File: src/rtl/rnbip_pkg.sv
// Shared RNBIP-2 definitions: datapath widths, NOP encoding, instruction field
// positions and the fetch FSM state type.
package rnbip_pkg;

  localparam int PC_W    = 8;
  localparam int INSTR_W = 16;

  localparam logic [15:0] NOP_INSTR = 16'h0000;

  localparam int OPC_MSB  = 15;
  localparam int OPC_LSB  = 8;
  localparam int FSEL_MSB = 10;
  localparam int FSEL_LSB = 8;

  typedef enum logic {
    ST_FETCH = 1'b0,
    ST_HOLD  = 1'b1
  } fetch_state_e;

endpackage

File: src/rtl/ifetch_queue.sv
// Prefetch FIFO for the fetch stage: circular buffer with push, pop, flush,
// full/empty flags, an occupancy count and a combinational head.
module ifetch_queue #(
  parameter int DEPTH = 2,
  parameter int WIDTH = 24
) (
  input  logic                         clk,
  input  logic                         rst_n,
  input  logic                         push_i,
  input  logic                         pop_i,
  input  logic                         flush_i,
  input  logic [WIDTH-1:0]             din_i,
  output logic [WIDTH-1:0]             dout_o,
  output logic                         full_o,
  output logic                         empty_o,
  output logic [$clog2(DEPTH+1)-1:0]   count_o
);

  localparam int PTR_W = $clog2(DEPTH);
  localparam int CNT_W = $clog2(DEPTH+1);

  logic [WIDTH-1:0] mem_q [DEPTH];
  logic [PTR_W-1:0] wr_ptr_q, wr_ptr_d;
  logic [PTR_W-1:0] rd_ptr_q, rd_ptr_d;
  logic [CNT_W-1:0] count_q, count_d;
  logic             do_push, do_pop;

  assign empty_o = (count_q == '0);
  assign full_o  = (count_q == CNT_W'(DEPTH));
  assign count_o = count_q;
  assign dout_o  = mem_q[rd_ptr_q];

  // A push into a full queue is only accepted when the head leaves in the same cycle.
  assign do_pop  = pop_i && !empty_o && !flush_i;
  assign do_push = push_i && (!full_o || do_pop) && !flush_i;

  always_comb begin
    wr_ptr_d = wr_ptr_q;
    rd_ptr_d = rd_ptr_q;
    count_d  = count_q;
    if (flush_i) begin
      wr_ptr_d = '0;
      rd_ptr_d = '0;
      count_d  = '0;
    end else begin
      if (do_push) wr_ptr_d = wr_ptr_q + PTR_W'(1);
      if (do_pop)  rd_ptr_d = rd_ptr_q + PTR_W'(1);
      count_d = count_q + CNT_W'(do_push) - CNT_W'(do_pop);
    end
  end

  always_ff @(posedge clk or negedge rst_n) begin
    if (!rst_n) begin
      wr_ptr_q <= '0;
      rd_ptr_q <= '0;
      count_q  <= '0;
    end else begin
      wr_ptr_q <= wr_ptr_d;
      rd_ptr_q <= rd_ptr_d;
      count_q  <= count_d;
    end
  end

  always_ff @(posedge clk) begin
    if (do_push) mem_q[wr_ptr_q] <= din_i;
  end

endmodule

File: src/rtl/ifetch_stage.sv
// RNBIP-2 instruction-fetch stage: PC, fetch FSM, prefetch queue and output mux.
// Optional macro IFETCH_BUBBLE_CNT_EN enables the saturating bubble counter.
module ifetch_stage #(
  parameter int PC_W    = rnbip_pkg::PC_W,
  parameter int INSTR_W = rnbip_pkg::INSTR_W,
  parameter int QDEPTH  = 2
) (
  input  logic               clk,
  input  logic               rst_n,
  output logic               imem_req,
  output logic [PC_W-1:0]    imem_addr,
  input  logic               imem_ack,
  input  logic [INSTR_W-1:0] imem_rdata,
  input  logic               l_pc,
  input  logic [PC_W-1:0]    pc_target,
  input  logic [7:0]         flags_in,
  input  logic               stall,
  output logic [INSTR_W-1:0] segment,
  output logic [PC_W-1:0]    npc,
  output logic               fl,
  output logic               valid,
  output logic [7:0]         bubble_cnt
);

  import rnbip_pkg::*;

  localparam int ENTRY_W = INSTR_W + PC_W;
  localparam int CNT_W   = $clog2(QDEPTH+1);
  localparam int OCC_W   = CNT_W + 1;

  fetch_state_e       state_q, state_d;
  logic [PC_W-1:0]    pc_q, pc_d;
  logic [ENTRY_W-1:0] q_head;
  logic [CNT_W-1:0]   q_count;
  logic               q_full, q_empty;
  logic               push, pop;
  logic [OCC_W-1:0]   occ_next;

  assign imem_addr = pc_q;

  // Head is presented combinationally so a word acked at edge N is visible right after N.
  assign valid   = !q_empty && !l_pc;
  assign pop     = valid && !stall;
  assign segment = valid ? q_head[ENTRY_W-1:PC_W] : INSTR_W'(NOP_INSTR);
  assign npc     = valid ? q_head[PC_W-1:0] : '0;
  assign fl      = flags_in[segment[FSEL_MSB:FSEL_LSB]];

  assign push     = (state_q == ST_FETCH) && imem_ack && !l_pc && (!q_full || pop);
  assign occ_next = OCC_W'(q_count) + OCC_W'(push) - OCC_W'(pop);

  always_comb begin
    state_d  = state_q;
    pc_d     = pc_q;
    imem_req = 1'b0;
    case (state_q)
      ST_FETCH: imem_req = rst_n;
      ST_HOLD:  imem_req = 1'b0;
      default:  imem_req = 1'b0;
    endcase
    if (l_pc) begin
      pc_d    = pc_target;
      state_d = ST_FETCH;
    end else begin
      if (push) pc_d = pc_q + PC_W'(1);
      state_d = (occ_next == OCC_W'(QDEPTH)) ? ST_HOLD : ST_FETCH;
    end
  end

  always_ff @(posedge clk or negedge rst_n) begin
    if (!rst_n) begin
      state_q <= ST_FETCH;
      pc_q    <= '0;
    end else begin
      state_q <= state_d;
      pc_q    <= pc_d;
    end
  end

  ifetch_queue #(
    .DEPTH (QDEPTH),
    .WIDTH (ENTRY_W)
  ) u_queue (
    .clk     (clk),
    .rst_n   (rst_n),
    .push_i  (push),
    .pop_i   (pop),
    .flush_i (l_pc),
    .din_i   ({imem_rdata, pc_q + PC_W'(1)}),
    .dout_o  (q_head),
    .full_o  (q_full),
    .empty_o (q_empty),
    .count_o (q_count)
  );

`ifdef IFETCH_BUBBLE_CNT_EN
  logic [7:0] bcnt_q;

  always_ff @(posedge clk or negedge rst_n) begin
    if (!rst_n) begin
      bcnt_q <= '0;
    end else if (!stall && !valid && (bcnt_q != 8'hFF)) begin
      bcnt_q <= bcnt_q + 8'd1;
    end
  end

  assign bubble_cnt = bcnt_q;
`else
  assign bubble_cnt = '0;
`endif

endmodule

File: config.mk
export PLATFORM = sky130hd
export DESIGN_NAME = ifetch_stage
export DESIGN_NICKNAME = d
export VERILOG_FILES = /design/src/rtl/rnbip_pkg.sv /design/src/rtl/ifetch_queue.sv /design/src/rtl/ifetch_stage.sv
export SDC_FILE = /design/constraint.sdc
export NUM_CORES = 1
export LEC_CHECK = 0
export ABC_AREA = 1
export BUFFER_PORTS_ARGS = -buffer_cell sky130_fd_sc_hd__buf_2
export CAP_MARGIN = 20
export CORE_MARGIN = 2
export CORE_UTILIZATION = 45
export CTS_CLUSTER_SIZE = 30
export DETAILED_ROUTE_END_ITERATION = 12
export PLACE_DENSITY = 0.7
export SYNTH_ARGS = -nofsm -noshare
export SYNTH_HDL_FRONTEND = slang
export SYNTH_SLANG_ARGS = --single-unit
export TNS_END_PERCENT = 10
File: constraint.sdc
create_clock -name clk -period 4.69 [get_ports clk]
set_input_delay 0.469 -clock clk [delete_from_list [all_inputs] [get_ports clk]]
set_output_delay 0.469 -clock clk [all_outputs]
set_load 0.02 [all_outputs]
## After elaboration in Yosys (flattened, before gate mapping)

Memory sizes are Yosys's and may differ from the RTL's.
Index checks and enable logic that the tools add are counted.

| storage, ports and cells | value |
|---|---|
| bits in registers | 13 |
| bits in latches | 0 |
| bits in writable memories | 48 |
| bits in read-only memories | 0 |
| bits of input ports | 37 |
| output and inout port bits | 43 |
| logic and storage cells | 52 |
| memories kept | 1 |

| operators by class | value |
|---|---|
| add/sub/neg operators | 7 |
| multiply operators | 0 |
| divide/modulo/power cells | 0 |
| order comparisons | 1 |
| equal/unequal tests | 2 |
| shifts and indexed selects | 0 |
| mux-type cells | 16 |
| bitwise logic cells | 1 |
| reduce and logical (&&, ||, !) cells | 19 |

Memories:

| memory | words | width | rd ports | clocked after memory_dff | write ports | RTL line | text |
|---|---|---|---|---|---|---|---|
| u_queue.mem_q | 2 | 24 | 1 | 0 | 1 | ifetch_queue.sv:22 | `logic [WIDTH-1:0] mem_q [DEPTH];` |

Operators with widths:

| operator | number |
|---|---|
| $mux W8 | 3 |
| $mux W16 | 1 |
| $logic_and A1 B1 Y1 | 9 |
| $mux W1 | 9 |
| $add A8 B1 Y8 const B | 1 |
| $reduce_bool A2 Y1 | 3 |
| $logic_not A1 Y1 | 4 |
| $lt A3 B4 Y1 const B | 1 |
| $add A2 B1 Y3 | 1 |
| $bmux W1 S3 | 1 |
| $eq A3 B2 Y1 const B | 1 |
| $sub A3 B1 Y3 | 1 |
| $add A1 B1 Y1 const B | 2 |
| $add A2 B1 Y2 | 1 |
| $eq A2 B2 Y1 const B | 1 |
| $logic_not A2 Y1 | 1 |
| $logic_or A1 B1 Y1 | 2 |
| $mux W2 | 1 |
| $pmux W1 S2 | 1 |
| $sub A2 B1 Y2 | 1 |
| $not A1 Y1 | 1 |

## Depth between registers and ports, before layout

Gate-level depths: netlist of the first run.

| depth | value |
|---|---|
| word-level depth | 12 |
| depth in mapped cells | 11 |
| gate-level depth less buffers | 11 |

## Cells and area by module

From an unflattened synthesis of the first run, not the netlist that was laid out.

| second synthesis, totals | value |
|---|---|
| cells, all modules | 340 |
| area, all modules | 3086.7 µm² |

By module, submodules not included:

| module | instances | cells an instance | area an instance (µm²) | sequential area each (µm²) |
|---|---|---|---|---|
| ifetch_queue | 1 | 159 | 2030.7 | 1541.5 |
| ifetch_stage | 1 | 181 | 1056.0 | 225.2 |

## Least setup slack after synthesis of the first run

Ideal clock, no wire load.

| path | value |
|---|---|
| kind | flip-flop to flip-flop |
| start | reg u_queue.count_q[1] (netlist: u_queue.count_o[1]) |
| end | mem u_queue.mem_q[1][0] (enable) |
| library setup time | 405 ps |
| data arrival time | 2080 ps |
| required time | 4285 ps |
| path slack | 2205 ps |
| stages on the path, launching flop included | 8 |
| path through | dfrtp_1 > nor2_2 > nor2_8 > nand2_2 > nand2_2 > nand2_4 > buf_6 > nor2_1 |

| between the ends | value |
|---|---|
| word-level cells in the longest chain between the ends | 11 |
| elaborated cells on any way between the ends | 15 |

RTL lines:

| element | RTL line | text |
|---|---|---|
| start, declared | ifetch_queue.sv:25 | `logic [CNT_W-1:0] count_q, count_d;` |
| start signal, assigned | ifetch_queue.sv:60 | `count_q <= count_d;` |
| $logic_not A2 Y1 | ifetch_queue.sv:28 | `assign empty_o = (count_q == '0);` |
| $logic_not A1 Y1 | ifetch_queue.sv:34, ifetch_stage.sv:42 |  |
| $logic_and A1 B1 Y1 | ifetch_stage.sv:42 | `assign valid = !q_empty && !l_pc;` |
| $logic_and A1 B1 Y1 | ifetch_stage.sv:43 | `assign pop = valid && !stall;` |
| $logic_and A1 B1 Y1 (2 in a row) | ifetch_queue.sv:34 | `assign do_pop = pop_i && !empty_o && !flush_i;` |
| $logic_or A1 B1 Y1 | ifetch_queue.sv:35 | `assign do_push = push_i && (!full_o \|\| do_pop) && !flush_i;` |
| $logic_and A1 B1 Y1 (*) (2 in a row) | ifetch_queue.sv:35 |  |
| $mux W1 (*) | ifetch_queue.sv:65 | `if (do_push) mem_q[wr_ptr_q] <= din_i;` |
| $mux W1 (not written as such) (*) | ifetch_queue.sv:65 |  |
| end, declared | ifetch_queue.sv:22 |  |

Every way passes the cells marked *; elsewhere a longest branch is shown, timed or not.

## Worst setup path in the final report of the first run

| path | value |
|---|---|
| start | reg u_queue.rd_ptr_q |
| end | out fl |

| between the ends | value |
|---|---|
| word-level cells in the longest chain between the ends | 4 |

RTL lines:

| element | RTL line | text |
|---|---|---|
| start, declared | ifetch_queue.sv:24 | `logic [PTR_W-1:0] rd_ptr_q, rd_ptr_d;` |
| start signal, assigned | ifetch_queue.sv:59 | `rd_ptr_q <= rd_ptr_d;` |
| $mem_v2 Z2 W24 | - |  |
| $mux W16 | ifetch_stage.sv:44 | `assign segment = valid ? q_head[ENTRY_W-1:PC_W] : INSTR_W'(NOP_INSTR);` |
| $bmux W1 S3 | ifetch_stage.sv:46 | `assign fl = flags_in[segment[FSEL_MSB:FSEL_LSB]];` |
| $mux W1 (not written as such) | ifetch_stage.sv:46 |  |
| end, declared | ifetch_stage.sv:20 | `output logic fl,` |

Every way passes these cells. The select of a mux whose other input is x is not followed.

==> run summary, run 1 <==
RUN STATUS
---------------------------------------------------------------------------------
Run status                                                           finished, final reports clean

SYNTHESIS
---------------------------------------------------------------------------------
Post-synthesis adder-cell area fraction                                     2.78%
Portion of the post-synthesis area used by sequential elements              59.5%
Largest cells by area after synthesis                                edfxtp_1, nand2_1, dfrtp_1
Largest family of logic cells by synthesized area                    simple AND/OR/NAND/NOR gates
Simple-gate share of the synthesized area                                   25.3%
Fraction of synthesized cell area in xor and xnor cells                     1.47%
Synth Area per Inst                                                     9.12 um^2
Warnings, synthesis                                                             0
Cell area after synthesis                                               2970 um^2
Portion of synthesized cell area occupied by the leading cell type          48.5%
FF+latch count, synth                                                          61
Post-synthesis mux area share                                                  0%
Post-synthesis cell type count                                                 26
Yosys top cell by area                                                   edfxtp_1
Compound-Gate Fraction of Synth Area                                       0.842%
Number of instances in the synthesized netlist                                326

TIMING
---------------------------------------------------------------------------------
Total Negative Setup Slacks                                                  0 ns
Share of the clock period used by the worst path after layout               56.0%
Fmax                                                                      381 MHz
Final period demand of the worst path                                     2.63 ns
Worst Hold Slack                                                        0.0291 ns
Fin Clk Skew                                                           0.00533 ns
Number of endpoints with negative hold slack in the final report                0
Worst setup margin                                                        2.06 ns
Max-slew violation total from the final report                                  0
Setup repair after global routing missed its margin                            no
Total setup violations reported at the end of the flow                          0

DRT
---------------------------------------------------------------------------------
Routed wire per std cell                                                  11.8 um
Post-route antenna net violation count                                          0
Vias per inst                                                                4.63
Drt pass-1 iters                                                                4
DRC violation count after routing                                               0
Vias                                                                        2,234
Iter 0 DRT Violations                                                          94
DRT Wirelength                                                            5680 um

WORST SETUP PATH
---------------------------------------------------------------------------------
Worst reg-to-reg path cell count                                               11
Slack of the worst reg-to-reg path                                        2.26 ns
End of the worst register-to-register path                                state_q
Worst setup path class                                               flop to primary output
CP endpoint                                                                    fl
Crit path from                                                       u_queue.rd_ptr_q
Required time at the endpoint of the critical path                        4.22 ns
Maximum fanout count along the critical path                                   27
Kind of start point of the critical path                                     flop
Worst r2r src                                                        u_queue.count_o[1]
Arrival time at the worst endpoint                                        2.16 ns
Type of destination of the critical path                             primary output

GLOBAL ROUTING
---------------------------------------------------------------------------------
Global route total overflow                                                     0
Vias in the first global route                                              2,161
Number of antenna violations at the first check in global routing               0
GRT Overall Usage                                                           17.1%
Maximum number of pins on one net before global-route repair                   29
Wire length of the first global-routing pass                              9670 um

PLACED DESIGN
---------------------------------------------------------------------------------
Worst slack after detailed placement                                      2.08 ns
Detailed placement HPWL                                                   3950 um
GP Congestion                                                               0.803
Placed instance count                                                         466
Number of buffer cells added on primary ports                                  71

FLOORPLANNING
---------------------------------------------------------------------------------
Rows                                                                           29
Chip height                                                               85.3 um
Die footprint                                                           7270 um^2
IO Pins                                                                        80
Die Wd                                                                    85.3 um
Area of the core                                                        6390 um^2
Starting density of the core                                                46.5%

LAYOUT
---------------------------------------------------------------------------------
Fraction of layout instances using a drive strength above 1                 24.4%
Area Growth Syn to Fin                                                      20.4%
Count of antenna diodes in the layout                                           0
Final layout net count                                                        443
Layout Cells excl Fill                                                        482

HOLD PATH
---------------------------------------------------------------------------------
Kind of path behind the tightest hold check                          primary input to async pin

JOB
---------------------------------------------------------------------------------
Max Cap Violations                                                              0

CLOCK TREE
---------------------------------------------------------------------------------
Post-CTS setup repair buffer count                                              0
Clock sink count                                                               61
Root buffer cell                                                         clkbuf_8
Post-CTS Hold Fix Bufs                                                          0
Number of CTS-inserted buffers                                                  9
CTS tree                                                                      yes
Clock-pin slew on the worst setup and hold paths                          0.07 ns
Insertion delay to the later sink of the worst-skew pair                  0.32 ns
Maximum buffer depth of the clock tree                                          2
H-tree depth reported by CTS                                                    3
CTS resizes                                                                     0

PWR
---------------------------------------------------------------------------------
Peak supply drop                                                           208 uV
Pwr per Cell Area                                                     446 nW/um^2
Leakage Power                                                             1.93 nW

## cell families after synthesis
| group | after synthesis |
|---|---|
| buf+inv | 69 |
| simple gates | 179 |
| compound gates | 5 |
| fa+ha+maj | 6 |
| flops | 61 |
| other cells | 1 |
| xor+xnor | 5 |
## worst min path at each step
stage	endpoint	depth (start not counted)	from	slack, ns
floorplan	imem_addr[0]	0	rst_n	0.17
global placement	imem_addr[5]	1	rst_n	0.38
detailed placement	imem_addr[0]	1	rst_n	0.39
CTS	imem_addr[5]	1	rst_n	0.02
global route	imem_addr[5]	1	rst_n	0.03
finish	imem_addr[5]	1	rst_n	0.03
## synthesized netlist by cell type
cell type / number
nor2_8: 1
edfxtp_1: 48
nand2_1: 132
fa_1: 1
o21ai_0: 2
nand3_1: 25
nor4_1: 1
nor2_2: 2
inv_2: 3
o21ai_1: 1
nand4_1: 3
conb_1: 1
dfrtp_1: 13
nor3b_1: 1
buf_4: 8
ha_1: 5
nand2_2: 2
buf_1: 2
inv_1: 48
nand2_4: 1
nor2_1: 11
buf_6: 1
xor2_1: 5
buf_2: 2
a21oi_1: 2
clkbuf_1: 5
## state kept, by name (all words and copies together) (netlist names)
name / cells
imem_addr: 8
u_queue.wr_ptr_q: 1
state_q: 1
u_queue.count_o: 2
u_queue.rd_ptr_q: 1
u_queue.mem_q: 48
## placed cells by master (no fill, tap or decap), types with 2 or more instances in the layout
master,synthesis,routed
a21oi_1,2,2
buf_2,2,71
buf_4,8,2
clkbuf_8,0,9
clkinv_2,0,2
clkinvlp_4,0,3
conb_1,1,8
dfrtp_1,13,13
edfxtp_1,48,48
ha_1,5,5
inv_1,48,48
inv_2,3,3
nand2_1,132,132
nand2_2,2,2
nand3_1,25,25
nand4_1,3,3
nor2_1,11,10
nor2_2,2,3
o21ai_0,2,2
xor2_1,5,5
## routing by layer
metal	GRT usage [%]	part of all wire (%)
met3	2.92	6.4
met2	29.8	50
met1	20.1	42
met4	8.80	1.2
met5	0	0
## metrics by stage
step | instance area, um^2 | utilization (%) | power (mW)
4_1_cts | 3580 | 56.0 | 1.61
3_3_place_gp | 3360 | 52.6 | 1.15
3_5_place_dp | 3390 | 53.0 | 1.17
2_1_floorplan | 3000 | - | 1.03
5_1_grt | 3580 | 56.0 | 1.70
6_report | 3580 | 56.0 | 1.60
## critical path: stages (launching register included)
cell and delay, ns:
dfrtp_1 0.37, buf_4 0.22, inv_2 0.36, nand2_1 0.12
nand2_1 0.15, nand2_1 0.14, nand2_1 0.10, nand3_1 0.07
nand2_1 0.07, nand2_1 0.04, nand2_1 0.04, buf_2 0.15
## area by class of cell
| class | count | area, um^2 |
|---|---|---|
| fill | 574 | 2810 |
| sequential | 61 | 1770 |
| multi-input combinational | 203 | 935 |
| timing repair buffer | 74 | 398 |
| inverter | 51 | 191 |
| clock buffer | 9 | 124 |
| tap | 77 | 96.3 |
| clock inverter | 7 | 66.3 |
## where the power goes
group | switching (mW) | leakage (nW) | internal (mW) | total [mW]
clock | 0.201 | 0.0887 | 0.241 | 0.442
sequential | 0.0415 | 0.603 | 0.664 | 0.705
combinational | 0.307 | 1.24 | 0.141 | 0.448
total | 0.550 | 1.93 | 1.05 | 1.60
No activity file was read; power rests on OpenSTA's default activity.
==> run 2, diff against run 1 <==
clock period = 2.47 ns   (was 4.69 ns; I/O delays follow)
==> run 2 against run 1 <==
Net effect: flip-flop and latch count is the same; critical path depth decreased by 1; cell count increased by 0.83%; global-route usage fell by 0.57 points; critical endpoint is now state_q; routed wire length shrank 0.81%; highest routed layer unchanged; utilization grew 0.82 points; register-to-register slack lost 2.0 ns.
==> run summary, run 2 (synthesized netlist as in run 1, its figures left out) <==
DRT
----------------------------------------------------------------------------------
Routed wire per std cell                                                   11.6 um
DRC violation count after routing                                                0
Vias                                                                         2,262
Post-route antenna net violation count                                           0
Vias per inst                                                                 4.65
DRT Wirelength                                                             5640 um
Drt pass-1 iters                                                                 4
Iter 0 DRT Violations                                                          105

CLOCK TREE
----------------------------------------------------------------------------------
Insertion delay to the later sink of the worst-skew pair                   0.33 ns
H-tree depth reported by CTS                                                     3
CTS tree                                                                       yes
Post-CTS setup repair buffer count                                               0
Clock-pin slew on the worst setup and hold paths                           0.07 ns
Clock sink count                                                                61
Root buffer cell                                                          clkbuf_8
Maximum buffer depth of the clock tree                                           2
Number of CTS-inserted buffers                                                   9

LAYOUT
----------------------------------------------------------------------------------
Leading cell type in the layout, fill and taps excluded                    nand2_1
Post-Route Utilization                                                       56.8%
Count of antenna diodes in the layout                                            0
Combined area of the multi-input logic cells                              935 um^2
Register name with the most flops                                     u_queue.mem_q
Fraction of layout instances using a drive strength above 1                  24.4%
Area taken by flip-flops and latches                                     1770 um^2
Layout Cells excl Fill                                                         486
Fillers                                                                        550
Post-route cell area                                                     3630 um^2
Final layout net count                                                         447
Area Growth Syn to Fin                                                       22.1%
Flip-flop count of the largest register, all copies and words added             48
Highest-count cells in the layout ignoring fill and taps              nand2_1, buf_2, inv_1, edfxtp_1, nand3_1

GLOBAL ROUTING
----------------------------------------------------------------------------------
Wire length of the first global-routing pass                               9400 um
Vias in the first global route                                               2,126
Global route total overflow                                                      0
Number of antenna violations at the first check in global routing                0
Maximum number of pins on one net before global-route repair                    28
GRT Overall Usage                                                            16.5%

WORST SETUP PATH
----------------------------------------------------------------------------------
Worst reg-to-reg path cell count                                                10
Maximum fanout count along the critical path                                     5
Arrival time at the worst endpoint                                         2.48 ns
Type of destination of the critical path                                      flop
Slack of the worst reg-to-reg path                                         0.22 ns
Worst r2r src                                                         u_queue.count_o[1]
Crit path from                                                        u_queue.count_o[1]
Required time at the endpoint of the critical path                         2.69 ns
CP endpoint                                                                state_q
Worst setup path class                                                flop to flop
Kind of start point of the critical path                                      flop
End of the worst register-to-register path                                 state_q

PLACED DESIGN
----------------------------------------------------------------------------------
Number of buffer cells added on primary ports                                   71
Detailed placement HPWL                                                    3950 um
Total cell area at the placement stage                                   3390 um^2
GP Congestion                                                                0.819
Placed instance count                                                          469

TIMING
----------------------------------------------------------------------------------
Fin Clk Skew                                                            0.00623 ns
Fmax                                                                       444 MHz
Final period demand of the worst path                                      2.25 ns
Max-slew violation total from the final report                                   0
Total Negative Setup Slacks                                                   0 ns
Setup repair after global routing missed its margin                             no
Share of the clock period used by the worst path after layout                91.2%
Total setup violations reported at the end of the flow                           0
Number of endpoints with negative hold slack in the final report                 0

FLOORPLANNING
----------------------------------------------------------------------------------
Starting density of the core                                                 46.5%
Area of the core                                                         6390 um^2
Die footprint                                                            7270 um^2
Die Wd                                                                     85.3 um
IO Pins                                                                         80
Chip height                                                                85.3 um
Rows                                                                            29

PWR
----------------------------------------------------------------------------------
Pwr per Cell Area                                                      888 nW/um^2
Power consumption                                                          3.22 mW
Peak supply drop                                                            680 uV
Leakage Power                                                              1.97 nW

HOLD PATH
----------------------------------------------------------------------------------
Kind of path behind the tightest hold check                           primary input to flop

RUN STATUS
----------------------------------------------------------------------------------
Run status                                                            finished, final reports clean

JOB
----------------------------------------------------------------------------------
Max Cap Violations                                                               0

## run 2: cell count changes in the layout (fill, tap and decap cells not counted)
cell	change
bufinv_16	+2
buf_4	+4
clkbuf_1	+1
clkinv_2	-1
clkinv_1	+1
buf_16	-1
dlygate4sd3_1	+1
clkinvlp_4	-3
## run 2: repair_timing
action                                 4_1_cts  5_1_grt
hold buffers                                 1        0
gates resized for setup                      0        0
endpoints found under the hold margin       13        0
## run 2: worst min path at each step
stage / from / endpoint / cells after the start
5_1_grt: imem_rdata[0] / u_queue.mem_q[0][8] / 1
6_report: imem_rdata[15] / u_queue.mem_q[1][23] / 1
4_1_cts: imem_rdata[15] / u_queue.mem_q[1][23] / 1
2_1_floorplan: rst_n / imem_addr[0] / 0
3_5_place_dp: rst_n / imem_addr[6] / 1
3_3_place_gp: rst_n / imem_addr[6] / 1
## run 2: final cells by class
type / count / share of cell area (%)
Sequential cell: 61 / 48.7
Clock inverter: 6 / 2.83
Multi-Input combinational cell: 203 / 25.7
Clock buffer: 10 / 3.52
Timing Repair Buffer: 78 / 11.3
Tap cell: 77 / 2.65
Inverter: 51 / 5.27
## run 2: report_power, final
part           total [mW]  switching (mW)  internal, mW
clock                1.02           0.362         0.662
sequential           1.34          0.0789          1.26
combinational       0.858           0.582         0.276
## run 2: worst max-delay path, cell delays in order, from the launching register on
cell and delay (ns):
dfrtp_1 0.46, nor2_2 0.25, nor2_8 0.04, nand2_2 0.11, inv_1 0.05, ha_1 0.26
inv_1 0.04, ha_1 0.19, inv_1 0.06, fa_1 0.41, nor4_1 0.28
## run 2: per-layer routing
layer,wire length (um),GRT usage (%)
met1,2460,19.4
met2,2770,28.9
met3,332,4.18
met4,65,6.35
met5,0,0
## run 2: metrics by stage
stage | worst slack, ns | hold WS [ns]
finish | 0.217 | 0.101
global route | 0.0751 | 0.0869
CTS | 0.180 | 0.0889
detailed placement | 0.186 | 0.161
global placement | 0.313 | 0.163
floorplan | 0.363 | -0.0486
==> run 3, diff against run 2 <==
CORE_UTILIZATION = 35   (was 45)
PLACE_DENSITY = default   (was 0.7)
==> run 3 against run 2 <==
Net effect: clock skew fell by 0.0017 ns; die area increased by 27%; flip-flop and latch count stayed put; first-iteration DRC count is 0.95% lower; global-route usage is 2.3 points lower; routed wire length grew 7.4%; worst hold slack gained 0.0044 ns; final area is 1.2% lower; setup slack better by 0.015 ns; critical path type unchanged.
==> run summary, run 3 (synthesized netlist as in run 1, its figures left out) <==
LAYOUT
--------------------------------------------------------------------------------------
Area taken by flip-flops and latches                                         1770 um^2
Leading cell type in the layout, fill and taps excluded                        nand2_1
Area Growth Syn to Fin                                                           20.6%
Post-Route Utilization                                                           43.6%
Flip-flop count of the largest register, all copies and words added                 48
Fraction of layout instances using a drive strength above 1                      24.3%
Register name with the most flops                                         u_queue.mem_q
Fillers                                                                            840
Final layout net count                                                             446
Count of antenna diodes in the layout                                                0
Combined area of the multi-input logic cells                                  935 um^2
Highest-count cells in the layout ignoring fill and taps                  nand2_1, buf_2, inv_1, edfxtp_1, nand3_1

WORST SETUP PATH
--------------------------------------------------------------------------------------
Largest stage delay, worst path                                                0.47 ns
Kind of start point of the critical path                                          flop
End of the worst register-to-register path                                     state_q
Worst reg-to-reg path cell count                                                    10
Crit path from                                                            u_queue.count_o[1]
CP cell instances                                                         nor2_2 > nor2_8 > nand2_2 > inv_1 > ha_1 > inv_1 > ha_1 > inv_1 > fa_1 > nor4_1
Arrival time at the worst endpoint                                             2.46 ns
Type of destination of the critical path                                          flop
Slack of the worst reg-to-reg path                                             0.23 ns
Crit path top cell by count                                                      inv_1
Library cell contributing the largest single delay on the critical path        dfrtp_1
Maximum fanout count along the critical path                                         5
Required time at the endpoint of the critical path                             2.70 ns
Worst setup path class                                                    flop to flop
Worst r2r src                                                             u_queue.count_o[1]

GLOBAL ROUTING
--------------------------------------------------------------------------------------
Maximum number of pins on one net before global-route repair                        28
GR Layer Usage met1                                                              18.2%
GRT Overall Usage                                                                14.2%
Met3 Resource Use GR                                                             4.93%
Global route total overflow                                                          0
Routing layer with the top usage in global route                                  met2
Wire length of the first global-routing pass                                   9960 um
GRT met2 Usage                                                                   23.4%
Vias in the first global route                                                   2,166
Number of antenna violations at the first check in global routing                    0

DRT
--------------------------------------------------------------------------------------
Post-route antenna net violation count                                               0
Iter 0 DRT Violations                                                              104
DRT Wirelength                                                                 6050 um
Routed wire per std cell                                                       11.8 um
Drt pass-1 iters                                                                     4
Vias per inst                                                                     4.44
Vias                                                                             2,277
DRC violation count after routing                                                    0

TIMING
--------------------------------------------------------------------------------------
Final period demand of the worst path                                          2.24 ns
Setup repair after global routing missed its margin                                 no
Share of the clock period used by the worst path after layout                    90.6%
Number of endpoints with negative hold slack in the final report                     0
Max-slew violation total from the final report                                       0
Total Negative Setup Slacks                                                       0 ns
Worst setup margin                                                            0.232 ns
Total setup violations reported at the end of the flow                               0
Fmax                                                                           447 MHz
Fin Clk Skew                                                                0.00456 ns
Worst Hold Slack                                                              0.105 ns

HOLD PATH
--------------------------------------------------------------------------------------
Worst hold start                                                          imem_rdata[6]
Hold Path Cell Cnt                                                                   1
Kind of path behind the tightest hold check                               primary input to flop
Hold-critical path endpoint                                               u_queue.mem_q[0][14]

PWR
--------------------------------------------------------------------------------------
Peak supply drop                                                                336 uV
Power consumption                                                              2.93 mW
Leakage Power                                                                  1.93 nW
Pwr per Cell Area                                                          817 nW/um^2

PLACED DESIGN
--------------------------------------------------------------------------------------
Detailed placement HPWL                                                        4230 um
Worst slack after detailed placement                                          0.218 ns
Number of buffer cells added on primary ports                                       71
GP Congestion                                                                    0.809

CLOCK TREE
--------------------------------------------------------------------------------------
Insertion delay to the later sink of the worst-skew pair                       0.33 ns
CTS tree                                                                           yes
Number of CTS-inserted buffers                                                       9
Maximum buffer depth of the clock tree                                               2
Clock-pin slew on the worst setup and hold paths                               0.07 ns
Clock sink count                                                                    61
Root buffer cell                                                              clkbuf_8
H-tree depth reported by CTS                                                         3

FLOORPLANNING
--------------------------------------------------------------------------------------
Die footprint                                                                9240 um^2
IO Pins                                                                             80
Chip height                                                                    96.1 um
Starting density of the core                                                     36.2%
Rows                                                                                33
Area of the core                                                             8220 um^2
Die Wd                                                                         96.1 um

JOB
--------------------------------------------------------------------------------------
Max Cap Violations                                                                   0

RUN STATUS
--------------------------------------------------------------------------------------
Run status                                                                finished, final reports clean

[run 3: cell types whose count changed in the layout (fill, tap and decap cells not counted)]
cell,delta
bufinv_16,-3
clkinv_2,+2
buf_4,-1
clkinvlp_4,+1
[run 3: metrics by stage]
| step | instances | area, um^2 |
|---|---|---|
| floorplan | 333 | 3000 |
| global placement | 496 | 3420 |
| detailed placement | 496 | 3420 |
| CTS | 513 | 3580 |
| global route | 513 | 3580 |
| finish | 513 | 3580 |
[run 3: how the worst max path moves through the flow]
stage          endpoint  slack [ns]  cells past startpoint
6_report        state_q        0.23                     10
5_1_grt              fl       0.009                     10
4_1_cts         state_q        0.20                     10
3_5_place_dp    state_q        0.22                     10
3_3_place_gp    state_q        0.28                     10
2_1_floorplan   state_q        0.36                     10
[run 3: cell type report]
cell class	count	area share (%)
timing repair buffer	77	11.2
clock buffer	10	3.56
tap	105	3.66
clock inverter	6	0.838
multi-input combinational	203	26.1
inverter	51	5.34
sequential	61	49.3
[run 3: repair_timing]
item                                   in CTS  in global routing
endpoints found under the hold margin      13                  0
hold buffers                                1                  0
setup buffers                               0                  0
resized for setup                           0                  0
[run 3: power by group]
group / switching (mW) / internal (mW)
Clock: 0.370 / 0.351
Sequential: 0.0883 / 1.26
Combinational: 0.587 / 0.270
[run 3: metal layers]
layer | wire, um | vias to the layer above
met3 | 410 | 6
met2 | 2860 | 72
met1 | 2760 | 1041
met5 | 0 | -
met4 | 29 | 0
li1 | - | 1158
[run 3: worst max-delay path, delay by kind of cell (launching register included)]
kind | cells | cell delay [ns]
simple gates | 4 | 0.68
flops | 1 | 0.47
buf+inv | 3 | 0.15
fa+ha+maj | 3 | 0.84
